## config.mk

```make
export PLATFORM = sky130hd
export DESIGN_NAME = morse_tx
export DESIGN_NICKNAME = d
export VERILOG_FILES = /design/src/rtl/morse_pkg.sv /design/src/rtl/morse_lut.sv /design/src/rtl/morse_tx.sv
export SDC_FILE = /design/constraint.sdc
export NUM_CORES = 1
export LEC_CHECK = 0
export CAP_MARGIN = 40
export CORE_MARGIN = 5
export CORE_UTILIZATION = 55
export DETAILED_ROUTE_END_ITERATION = 16
export HOLD_SLACK_MARGIN = 0.08
export PLACE_DENSITY = 0.75
export SLEW_MARGIN = 20
export SYNTH_ARGS = -nofsm -noshare
export SYNTH_HDL_FRONTEND = slang
export SYNTH_SLANG_ARGS = --single-unit
```

## constraint.sdc

```tcl
create_clock -name clk -period 4.53 [get_ports clk]
set_input_delay 0.453 -clock clk [delete_from_list [all_inputs] [get_ports clk]]
set_output_delay 0.453 -clock clk [all_outputs]
set_load 0.02 [all_outputs]
```

## src/rtl/morse_pkg.sv

```systemverilog
// -----------------------------------------------------------------------------
// morse_pkg
// Shared definitions for the Morse transmitter:
//   - state_t        : transmitter FSM states
//   - WORD_GAP_UNITS : gap length (units) used after the last character of a word
//   - CH_A .. CH_9   : character codes accepted by morse_lut (A-Z = 0-25, 0-9 = 26-35)
//   - max2()         : elaboration-time helper for sizing counters
// -----------------------------------------------------------------------------
package morse_pkg;

    typedef enum logic [1:0] {
        IDLE,
        MARK,
        SPACE,
        GAP
    } state_t;

    localparam int WORD_GAP_UNITS = 7;

    localparam logic [5:0] CH_A = 6'd0,  CH_B = 6'd1,  CH_C = 6'd2,  CH_D = 6'd3;
    localparam logic [5:0] CH_E = 6'd4,  CH_F = 6'd5,  CH_G = 6'd6,  CH_H = 6'd7;
    localparam logic [5:0] CH_I = 6'd8,  CH_J = 6'd9,  CH_K = 6'd10, CH_L = 6'd11;
    localparam logic [5:0] CH_M = 6'd12, CH_N = 6'd13, CH_O = 6'd14, CH_P = 6'd15;
    localparam logic [5:0] CH_Q = 6'd16, CH_R = 6'd17, CH_S = 6'd18, CH_T = 6'd19;
    localparam logic [5:0] CH_U = 6'd20, CH_V = 6'd21, CH_W = 6'd22, CH_X = 6'd23;
    localparam logic [5:0] CH_Y = 6'd24, CH_Z = 6'd25;
    localparam logic [5:0] CH_0 = 6'd26, CH_1 = 6'd27, CH_2 = 6'd28, CH_3 = 6'd29;
    localparam logic [5:0] CH_4 = 6'd30, CH_5 = 6'd31, CH_6 = 6'd32, CH_7 = 6'd33;
    localparam logic [5:0] CH_8 = 6'd34, CH_9 = 6'd35;

    function automatic int max2(input int a, input int b);
        return (a > b) ? a : b;
    endfunction

endpackage

```

## src/rtl/morse_lut.sv

```systemverilog
// -----------------------------------------------------------------------------
// morse_lut
// Combinational character ROM: char_code -> (symbol count, symbol bits).
// Bits are right-aligned: the first symbol sent is bits_o[len_o-1], 1 = dash.
// Codes outside A-Z / 0-9 return length 0 (word space).
// Ports:
//   char_code_i  in   6        character code (CH_A..CH_9)
//   len_o        out  LW       number of symbols
//   bits_o       out  MAX_SYM  symbol pattern, 1 = dash
// -----------------------------------------------------------------------------
module morse_lut
    import morse_pkg::*;
#(
    parameter  int MAX_SYM = 6,
    localparam int LW      = $clog2(MAX_SYM + 1)
) (
    input  logic [5:0]         char_code_i,
    output logic [LW-1:0]      len_o,
    output logic [MAX_SYM-1:0] bits_o
);

    // entry = {len[2:0], bits[4:0]}; every letter/digit fits in 5 symbols
    logic [7:0] entry;

    always_comb begin
        entry = 8'd0;
        case (char_code_i)
            CH_A: entry = {3'd2, 5'b00001};
            CH_B: entry = {3'd4, 5'b01000};
            CH_C: entry = {3'd4, 5'b01010};
            CH_D: entry = {3'd3, 5'b00100};
            CH_E: entry = {3'd1, 5'b00000};
            CH_F: entry = {3'd4, 5'b00010};
            CH_G: entry = {3'd3, 5'b00110};
            CH_H: entry = {3'd4, 5'b00000};
            CH_I: entry = {3'd2, 5'b00000};
            CH_J: entry = {3'd4, 5'b00111};
            CH_K: entry = {3'd3, 5'b00101};
            CH_L: entry = {3'd4, 5'b00100};
            CH_M: entry = {3'd2, 5'b00011};
            CH_N: entry = {3'd2, 5'b00010};
            CH_O: entry = {3'd3, 5'b00111};
            CH_P: entry = {3'd4, 5'b00110};
            CH_Q: entry = {3'd4, 5'b01101};
            CH_R: entry = {3'd3, 5'b00010};
            CH_S: entry = {3'd3, 5'b00000};
            CH_T: entry = {3'd1, 5'b00001};
            CH_U: entry = {3'd3, 5'b00001};
            CH_V: entry = {3'd4, 5'b00001};
            CH_W: entry = {3'd3, 5'b00011};
            CH_X: entry = {3'd4, 5'b01001};
            CH_Y: entry = {3'd4, 5'b01011};
            CH_Z: entry = {3'd4, 5'b01100};
            CH_0: entry = {3'd5, 5'b11111};
            CH_1: entry = {3'd5, 5'b01111};
            CH_2: entry = {3'd5, 5'b00111};
            CH_3: entry = {3'd5, 5'b00011};
            CH_4: entry = {3'd5, 5'b00001};
            CH_5: entry = {3'd5, 5'b00000};
            CH_6: entry = {3'd5, 5'b10000};
            CH_7: entry = {3'd5, 5'b11000};
            CH_8: entry = {3'd5, 5'b11100};
            CH_9: entry = {3'd5, 5'b11110};
            default: entry = 8'd0;
        endcase
    end

    assign len_o  = LW'(entry[7:5]);
    assign bits_o = MAX_SYM'(entry[4:0]);

endmodule

```

## src/rtl/morse_tx.sv

```systemverilog
// -----------------------------------------------------------------------------
// morse_tx
// Morse transmitter: sends one character per accepted start pulse on a single
// on/off output with standard unit timing (dot = 1 unit, dash = DASH_UNITS,
// intra-character space = 1 unit, trailing gap = CHAR_GAP_UNITS).
// Optional build macro MORSE_TX_WORD_GAP_EN: when defined, a character started
// with word_end=1 ends with a 7-unit word gap instead of CHAR_GAP_UNITS.
// Ports:
//   clk        in   1        system clock (rising edge)
//   reset_n    in   1        asynchronous active-low reset
//   start      in   1        send request, accepted only while busy=0
//   use_lut    in   1        1: encode char_code via morse_lut, 0: raw sym_len/sym_bits
//   char_code  in   6        A-Z = 0-25, 0-9 = 26-35, anything else = space
//   sym_len    in   LW       raw symbol count (clamped to MAX_SYM)
//   sym_bits   in   MAX_SYM  raw symbols, 1 = dash, first = sym_bits[sym_len-1]
//   word_end   in   1        latched with start, selects word gap (macro only)
//   tx         out  1        Morse output, 1 = mark
//   busy       out  1        character in progress
//   done       out  1        single-cycle pulse in the last busy cycle
// -----------------------------------------------------------------------------
module morse_tx
    import morse_pkg::*;
#(
    parameter  int TICK_DIV       = 25000000,
    parameter  int MAX_SYM        = 6,
    parameter  int DASH_UNITS     = 3,
    parameter  int CHAR_GAP_UNITS = 3,
    localparam int LW             = $clog2(MAX_SYM + 1)
) (
    input  logic               clk,
    input  logic               reset_n,
    input  logic               start,
    input  logic               use_lut,
    input  logic [5:0]         char_code,
    input  logic [LW-1:0]      sym_len,
    input  logic [MAX_SYM-1:0] sym_bits,
    input  logic               word_end,
    output logic               tx,
    output logic               busy,
    output logic               done
);

    localparam int PW = $clog2(TICK_DIV);
    localparam int UW = $clog2(max2(DASH_UNITS, WORD_GAP_UNITS) + 1);

    state_t             state_q, state_d;
    logic [PW-1:0]      pre_q,   pre_d;
    logic [UW-1:0]      unit_q,  unit_d;
    logic [LW-1:0]      idx_q,   idx_d;
    logic [MAX_SYM-1:0] bits_q,  bits_d;
    logic               tx_q,    tx_d;
    logic               busy_q,  busy_d;

    logic [LW-1:0]      lut_len;
    logic [MAX_SYM-1:0] lut_bits;
    logic [LW-1:0]      raw_len;
    logic [LW-1:0]      in_len;
    logic [MAX_SYM-1:0] in_bits;
    logic               tick;
    logic               seg_end;
    int unsigned        dur_units;
    int unsigned        gap_units;

    morse_lut #(
        .MAX_SYM (MAX_SYM)
    ) u_lut (
        .char_code_i (char_code),
        .len_o       (lut_len),
        .bits_o      (lut_bits)
    );

    assign raw_len = (sym_len > LW'(MAX_SYM)) ? LW'(MAX_SYM) : sym_len;
    assign in_len  = use_lut ? lut_len  : raw_len;
    assign in_bits = use_lut ? lut_bits : sym_bits;

`ifdef MORSE_TX_WORD_GAP_EN
    logic word_q, word_d;
    assign gap_units = word_q ? WORD_GAP_UNITS : CHAR_GAP_UNITS;
`else
    logic unused_word_end;
    assign unused_word_end = word_end;
    assign gap_units       = CHAR_GAP_UNITS;
`endif

    // The prescaler is held at 0 in IDLE, so every state starts on a unit boundary
    assign tick = (pre_q == PW'(TICK_DIV - 1));

    // Length of the current state in units
    always_comb begin
        dur_units = 1;
        case (state_q)
            MARK:    dur_units = bits_q[idx_q] ? DASH_UNITS : 1;
            SPACE:   dur_units = 1;
            GAP:     dur_units = gap_units;
            default: dur_units = 1;
        endcase
    end

    assign seg_end = tick && (32'(unit_q) == dur_units - 1);

    always_comb begin
        state_d = state_q;
        pre_d   = '0;
        unit_d  = unit_q;
        idx_d   = idx_q;
        bits_d  = bits_q;
`ifdef MORSE_TX_WORD_GAP_EN
        word_d  = word_q;
`endif

        if (state_q != IDLE) begin
            pre_d = tick ? '0 : pre_q + 1'b1;
        end
        if (tick) begin
            unit_d = seg_end ? '0 : unit_q + 1'b1;
        end

        case (state_q)
            IDLE: begin
                if (start) begin
                    bits_d = in_bits;
                    unit_d = '0;
`ifdef MORSE_TX_WORD_GAP_EN
                    word_d = word_end;
`endif
                    if (in_len != '0) begin
                        state_d = MARK;
                        idx_d   = in_len - 1'b1;
                    end else begin
                        // space character: gap only
                        state_d = GAP;
                    end
                end
            end
            MARK: begin
                if (seg_end) begin
                    if (idx_q == '0) begin
                        state_d = GAP;
                    end else begin
                        state_d = SPACE;
                        idx_d   = idx_q - 1'b1;
                    end
                end
            end
            SPACE: begin
                if (seg_end) begin
                    state_d = MARK;
                end
            end
            GAP: begin
                if (seg_end) begin
                    state_d = IDLE;
                end
            end
            default: state_d = IDLE;
        endcase

        tx_d   = (state_d == MARK);
        busy_d = (state_d != IDLE);
    end

    always_ff @(posedge clk or negedge reset_n) begin
        if (!reset_n) begin
            state_q <= IDLE;
            pre_q   <= '0;
            unit_q  <= '0;
            idx_q   <= '0;
            bits_q  <= '0;
            tx_q    <= 1'b0;
            busy_q  <= 1'b0;
`ifdef MORSE_TX_WORD_GAP_EN
            word_q  <= 1'b0;
`endif
        end else begin
            state_q <= state_d;
            pre_q   <= pre_d;
            unit_q  <= unit_d;
            idx_q   <= idx_d;
            bits_q  <= bits_d;
            tx_q    <= tx_d;
            busy_q  <= busy_d;
`ifdef MORSE_TX_WORD_GAP_EN
            word_q  <= word_d;
`endif
        end
    end

    assign tx   = tx_q;
    assign busy = busy_q;
    // Decoded from registered state: high in the last cycle of GAP, while busy is still 1
    assign done = (state_q == GAP) && seg_end;

endmodule
```

==> flow_metrics.tcl, run 1 <==
set metrics [dict create \
    r2r_setup_slack_ns 2.06 \
    cts.htree.levels 2 \
    avgSynthCellArea_um2 8.82 \
    dpl_worst_slack_ns 1.24 \
    chipWidth_um 79.9 \
    cts-hold-fix-buffers 0 \
    placement_rows 25 \
    gp_congestion 0.876 \
    crit_path_class "flip-flop to primary output" \
    area_of_the_placeable_core_um2 4720 \
    pin_count_of_the_biggest_net_entering_global_routing 25 \
    ioPinCount 23 \
    worst_setup_hold_path_clk_slew_ns 0.08 \
    routed_wl_um 5440 \
    synthTopCellsByArea "sky130_fd_sc_hd__dfrtp_1, sky130_fd_sc_hd__nor2_1, sky130_fd_sc_hd__xor2_1" \
    worstPathArrival_ns 3.12 \
    syn_nets 333 \
    drc 0 \
    worst_r2r_path_depth 5 \
    timing.final.setup_violations 0 \
    regArea_um2 1030 \
    tightest_slew_ns 0.818 \
    dp_hpwl_um 4040 \
    postCtsSetupBuffers 0 \
    fillerInstances 422 \
    share_of_synthesized_area_occupied_by_flip_flops_and_latches_pct 38.2 \
    hold_path.class "input pin to asynchronous set/reset pin" \
    cap_viol_max_count 0 \
    die_h_um 79.9 \
    layout.cell_area.non_filler_um2 3030 \
    wire_length_of_the_first_global_routing_pass_um 9520 \
    worst_slack_ns 0.954 \
    synth_area_um2 2690 \
    cts-root-buf "sky130_fd_sc_hd__clkbuf_8" \
    antenna_cells 0 \
    wire_per_inst_um 14.0 \
    numPortBuffers 21 \
    synthMostInstantiatedCell "sky130_fd_sc_hd__nor2_1" \
    period_share_pct 78.9 \
    cts_resized 0 \
    tritoncts "done" \
    worstPathRequired_ns 4.08 \
    critPathMaxFanout 8 \
    netlist_instances 305 \
    netlist.area_leader.share_pct 38.2 \
    grt_overflow 0 \
    period_needed_ns 3.58 \
    via_count_of_the_first_global_routing_pass 2129 \
    rr_startpoint "pre_q[9]$_DFF_PN0_" \
    slew_headroom_pct 44.7 \
    critical_path.startpoint_type "flip-flop" \
    total_power_uw 697 \
    post_route_cells_drive_above_1_share_pct 5.92 \
    crit-reg2reg-capture "pre_q[24]$_DFF_PN0_" \
    number_of_antenna_violations_at_the_first_check_in_global_routing 0 \
    tritoncts.num_buffers 5 \
    leakage_power_of_the_design_nw 1.31 \
    vias_after_detailed_routing 2236 \
    synth-main-ff-cell "sky130_fd_sc_hd__dfrtp_1" \
    fin_nets 348 \
    clock_skew_ns 0.00841 \
    start_util_pct 56.9 \
    finalMaxSlewViolations 0 \
    post_synth_num_cell_types 55 \
    setup_repair_after_global_routing_missed_its_margin "false" \
    postSynth.asyncResetShare_pct 100 \
    synth_common_cells "sky130_fd_sc_hd__nor2_1, sky130_fd_sc_hd__dfrtp_1, sky130_fd_sc_hd__nand2_1" \
    finalHoldViolations 0 \
    ys.warnings.count 0 \
    power_density_nw_per_um2 230 \
    die-area_um2 6390 \
    outcome "finished, final reports clean" \
    detailedRoute.firstIterationViolations 92 \
    finish.utilization_pct 64.1 \
    synth-seq-cells 41 \
    fin_setup_tns_ns 0 \
    multi_input_combinational_cell_area_um2 1550 \
    final_antenna_net_count 0 \
    area_delta_synth_final_pct 12.5 \
    max_clock_freq_ghz 0.280 \
    synth_enable_flop_cells 0 \
    viasPerCell 5.76 \
    worst_skew_pair_latency_ns 0.30 \
    ir_drop_mv 0.120 \
    synth_top_area_cell "sky130_fd_sc_hd__dfrtp_1" \
    clk_path_buf_depth 2 \
    place_area_um2 2940 \
    first_pass_iters 4 \
    setup.worst_path.end_class "primary output" \
    cts_num_sinks 41 \
    groute.usage.overall_pct 18.9 \
]
## layout make-up
type / count / share of cell area, %
Multi-Input combinational cell: 236 / 51.2
Sequential cell: 41 / 33.9
Timing Repair Buffer: 22 / 7.69
Tap cell: 67 / 2.77
Clock buffer: 6 / 2.40
Inverter: 14 / 1.74
Clock inverter: 2 / 0.331
## cells in the final DEF, fill, tap and decap left out, types with 3 or more instances in the layout
cell type / n
sky130_fd_sc_hd__nor2_1: 43
sky130_fd_sc_hd__dfrtp_1: 41
sky130_fd_sc_hd__nand2_1: 23
sky130_fd_sc_hd__clkdlybuf4s50_1: 20
sky130_fd_sc_hd__nand3_1: 16
sky130_fd_sc_hd__o21ai_0: 16
sky130_fd_sc_hd__xor2_1: 15
sky130_fd_sc_hd__inv_1: 13
sky130_fd_sc_hd__a21oi_1: 11
sky130_fd_sc_hd__and3_1: 8
sky130_fd_sc_hd__ha_1: 8
sky130_fd_sc_hd__nand4_1: 7
sky130_fd_sc_hd__nor2b_1: 7
sky130_fd_sc_hd__mux2i_1: 7
sky130_fd_sc_hd__xnor2_1: 6
sky130_fd_sc_hd__nand2b_1: 6
sky130_fd_sc_hd__or3_1: 5
sky130_fd_sc_hd__clkbuf_8: 5
sky130_fd_sc_hd__a211oi_1: 4
sky130_fd_sc_hd__nor3_1: 4
sky130_fd_sc_hd__o221ai_1: 4
sky130_fd_sc_hd__nor4b_1: 3
sky130_fd_sc_hd__nor3b_1: 3
sky130_fd_sc_hd__a221oi_1: 3
## metrics by stage
| stage | std cells | hold slack, ns |
|---|---|---|
| floorplan | 305 | 0.157 |
| global placement | 379 | 0.463 |
| detailed placement | 380 | 0.426 |
| CTS | 388 | 0.103 |
| global route | 388 | 0.125 |
| finish | 388 | 0.0891 |
## worst max-delay path, stage by stage (launching register included)
cell and delay (ns):
sky130_fd_sc_hd__dfrtp_1 0.44, sky130_fd_sc_hd__nor4b_1 0.43, sky130_fd_sc_hd__nand3_1 0.12, sky130_fd_sc_hd__or4_1 0.56, sky130_fd_sc_hd__and4b_1 0.46, sky130_fd_sc_hd__and3_1 0.21
sky130_fd_sc_hd__clkdlybuf4s50_1 0.61
## power breakdown
group	internal [mW]	leakage, nW	switching, mW	total, mW
combinational	0.0437	0.746	0.0465	0.0902
sequential	0.369	0.524	0.00475	0.374
clock	0.107	0.0450	0.126	0.233
## per-layer routing
metal | up-vias | GRT usage (%) | wire length (um) | part of all wire, %
li1 | 1128 | - | - | -
met1 | 1048 | 24.6 | 2510 | 46
met2 | 49 | 30.6 | 2570 | 47
met3 | 11 | 3.84 | 259 | 4.8
met4 | 0 | 7.26 | 102 | 1.9
met5 | - | 0 | 0 | 0
## cells by family after synthesis
kind of cell,count (synthesis),share of synthesized area (%)
buf+inv,28,4.28
compound gates,58,15.4
mux,11,5.12
fa+ha+maj,8,3.72
simple gates,138,26.5
flops,41,38.2
xor+xnor,21,6.84
## registers in the layout, indices dropped and copies added, names as in the netlist
register / cells
tx: 1
busy: 1
unit_q: 3
bits_q: 6
pre_q: 25
idx_q: 3
state_q: 2
## how the worst max path moves through the flow
| stage | start | end |
|---|---|---|
| 3_3_place_gp | char_code[1] | idx_q[2]$_DFFE_PN0P_ |
| 6_report | pre_q[9]$_DFF_PN0_ | done |
| 4_1_cts | pre_q[0]$_DFF_PN0_ | done |
| 3_5_place_dp | char_code[2] | idx_q[1]$_DFFE_PN0P_ |
| 5_1_grt | pre_q[9]$_DFF_PN0_ | done |
| 2_1_floorplan | pre_q[9]$_DFF_PN0_ | done |
No activity file was read; power rests on OpenSTA's default activity.
==> inputs of run 2 (changes only) <==
--- a/config.mk
+++ b/config.mk
@@ -7,7 +7,7 @@
 export LEC_CHECK = 0
 export CAP_MARGIN = 40
 export CORE_MARGIN = 5
-export CORE_UTILIZATION = 55
+export CORE_UTILIZATION = 52
 export DETAILED_ROUTE_END_ITERATION = 16
 export HOLD_SLACK_MARGIN = 0.08
 export PLACE_DENSITY = 0.75
==> constraint.sdc (replaced) <==
create_clock -name clk -period 3.1 [get_ports clk]
set_input_delay 0.31 -clock clk [delete_from_list [all_inputs] [get_ports clk]]
set_output_delay 0.31 -clock clk [all_outputs]
set_load 0.02 [all_outputs]
==> run 2 against run 1 <==
Largest cell class unchanged. Setup slack got worse by 0.68 ns. Final cell count increased by 4.9%. Critical path type unchanged. Combinational power rose by 62%.
==> flow_metrics.tcl, run 2 (synthesis results as in run 1) <==
set metrics [dict create \
    area_of_the_placeable_core_um2 5070 \
    cap_viol_max_count 0 \
    placement_rows 26 \
    routed_wl_um 5710 \
    power.share.combinational_pct 12.1 \
    setup.worst_path.end_class "primary output" \
    power.switching_uw 276 \
    grt_overflow 0 \
    die-area_um2 6710 \
    cts-root-buf "sky130_fd_sc_hd__clkbuf_8" \
    wire_per_inst_um 14.0 \
    period_needed_ns 2.82 \
    setup_repair_after_global_routing_missed_its_margin "false" \
    layout_commonest_cell "sky130_fd_sc_hd__nor2_1" \
    worstPathRequired_ns 2.79 \
    total_power_mw 1.21 \
    start_util_pct 53.0 \
    vias_after_detailed_routing 2310 \
    top_usage_layer "met2" \
    finalMaxSlewViolations 0 \
    path_delay_family "simple AND/OR/NAND/NOR gates" \
    number_of_antenna_violations_at_the_first_check_in_global_routing 0 \
    biggestRegsByFlops "pre_q (25), bits_q (6)" \
    tritoncts.num_buffers 5 \
    wire_length_of_the_first_global_routing_pass_um 9850 \
    leakage_power_of_the_design_nw 1.42 \
    sw_frac_of_total_pct 22.8 \
    ir_drop_mv 0.250 \
    max_clock_freq_ghz 0.354 \
    viasPerCell 5.68 \
    critPathSlowestCell "sky130_fd_sc_hd__or4_1" \
    worstPathArrival_ns 2.51 \
    critPathMaxFanout 5 \
    fin_nets 364 \
    finalHoldViolations 0 \
    clk_path_buf_depth 2 \
    slew_headroom_pct 45.6 \
    cts_num_sinks 41 \
    critical_path.startpoint_type "flip-flop" \
    antenna_cells 0 \
    area_delta_synth_final_pct 19.2 \
    period_share_pct 91.1 \
    post_route_cells_drive_above_1_share_pct 10.7 \
    global_route.usage.met1_pct 25.3 \
    detailedRoute.firstIterationViolations 106 \
    ioPinCount 23 \
    timing.final.setup_violations 0 \
    tritoncts "done" \
    postCtsSetupBuffers 0 \
    dp_hpwl_um 4250 \
    worst_skew_pair_latency_ns 0.30 \
    fin_setup_tns_ns 0 \
    sequential_share_of_power_pct 44.9 \
    most_frequent_cells_in_the_layout "sky130_fd_sc_hd__nor2_1, sky130_fd_sc_hd__dfrtp_1, sky130_fd_sc_hd__nand2_1, sky130_fd_sc_hd__clkdlybuf4s50_1" \
    groute.usage.overall_pct 18.5 \
    gp_congestion 0.919 \
    hold_path.class "input pin to asynchronous set/reset pin" \
    cts.htree.levels 2 \
    tightest_slew_ns 0.805 \
    chipWidth_um 81.9 \
    numPortBuffers 21 \
    worst_setup_hold_path_clk_slew_ns 0.08 \
    power_density_nw_per_um2 378 \
    outcome "finished, final reports clean" \
    grt_use_met2_pct 29.4 \
    power.clock.fraction_pct 43.0 \
    final_antenna_net_count 0 \
    fillerInstances 442 \
    drc 0 \
    die_h_um 81.9 \
    via_count_of_the_first_global_routing_pass 2157 \
    crit_path_class "flip-flop to primary output" \
    grt_use_met3_pct 3.73 \
    clock_skew_ns 0.00833 \
    first_pass_iters 4 \
    worst_path_largest_cell_delay_ns 0.47 \
    flip_flop_count_of_the_largest_register_all_copies_and_words_added 25 \
    pin_count_of_the_biggest_net_entering_global_routing 28 \
    power_report.internal_total_uw 937 \
    critical_path.n_buffers_inverters 1 \
    critical_path.cell_chain "nor4b_2, nand3_1, or4_1, and4b_1, and3_1, dlygate4sd2_1" \
    max_flop_register "pre_q" \
]
## run 2: changes by cell type in the layout (fill, tap and decap cells not counted), sizes merged
cell,before,now
dlygate4sd2,0,1
clkbuf,6,5
clkinv,3,1
inv,13,14
clkdlybuf4s50,20,19
buf,2,17
dlygate4sd3,0,1
bufinv,0,2
## run 2: through the flow
step / hold WS [ns] / instances / instance area [um^2] / setup slack (ns) / utilization (%)
5_1_grt: 0.469 / 407 / 3200 / 0.104 / 63.1
6_report: 0.448 / 407 / 3200 / 0.277 / 63.1
2_1_floorplan: 0.0144 / 305 / 2690 / 0.738 / -
3_5_place_dp: 0.244 / 398 / 3050 / 0.181 / 60.1
3_3_place_gp: 0.461 / 397 / 3030 / 0.226 / 59.7
4_1_cts: 0.452 / 407 / 3200 / 0.266 / 63.1
## run 2: final cells by class
cell class / count / area (um^2) / share of cell area, %
multi-input cells: 236 / 1550 / 48.5
repair buffers: 38 / 347 / 10.8
clock inverters: 3 / 68.8 / 2.15
inverters: 14 / 52.6 / 1.64
flip-flops and latches: 41 / 1030 / 32.0
well taps: 70 / 87.6 / 2.73
clock buffers: 5 / 68.8 / 2.15
## run 2: repair_timing
| item | in CTS | in global routing |
|---|---|---|
| hold buffers | 1 | 0 |
| setup endpoints to repair | 1 | 0 |
| hold endpoints to repair | 14 | 0 |
| gates resized for setup | 2 | 0 |
## run 2: worst reg2reg max path: stages (launching register included)
cell and delay [ns]:
sky130_fd_sc_hd__dfrtp_1 0.45, sky130_fd_sc_hd__nor4b_2 0.37, sky130_fd_sc_hd__nand4_1 0.14, sky130_fd_sc_hd__or4b_2 0.76
sky130_fd_sc_hd__nor3b_1 0.29, sky130_fd_sc_hd__o221ai_1 0.19, sky130_fd_sc_hd__a2bb2oi_1 0.18
## run 2: worst paths after layout
kind,slack (ns),cells after the start,start,endpoint
min in group clk,0.48,2,bits_q[3]$_DFFE_PN0P_,bits_q[3]$_DFFE_PN0P_
max reg2reg,0.66,6,pre_q[9]$_DFF_PN0_,idx_q[2]$_DFFE_PN0P_
max in group asynchronous,2.19,3,reset_n,pre_q[7]$_DFF_PN0_
min,0.45,2,reset_n,pre_q[4]$_DFF_PN0_
min reg2reg,0.48,2,bits_q[3]$_DFFE_PN0P_,bits_q[3]$_DFFE_PN0P_
max,0.28,6,pre_q[9]$_DFF_PN0_,done
## run 2: power groups by stage
stage	sequential, mW	combinational (mW)	clock, mW
after global routing	0.545	0.160	0.552
after CTS	0.545	0.146	0.533
after detailed placement	0.555	0.145	0
after floorplan	0.555	0.0767	0
after global placement	0.555	0.139	0
final	0.545	0.146	0.522
## run 2: routing by layer
metal / up-vias / wire length [um] / part of all wire [%]
li1: 1156 / - / -
met2: 53 / 2730 / 48
met1: 1089 / 2680 / 47
met3: 12 / 193 / 3.4
met4: 0 / 101 / 1.8
met5: - / 0 / 0
==> inputs of run 3 (changes only) <==
--- a/config.mk
+++ b/config.mk
@@ -9,7 +9,6 @@
 export CORE_MARGIN = 5
 export CORE_UTILIZATION = 52
 export DETAILED_ROUTE_END_ITERATION = 16
-export HOLD_SLACK_MARGIN = 0.08
 export PLACE_DENSITY = 0.75
 export SLEW_MARGIN = 20
 export SYNTH_ARGS = -nofsm -noshare
==> results of run 3 <==
Same layout as run 2: the final DEF is identical, and so are final timing and power.
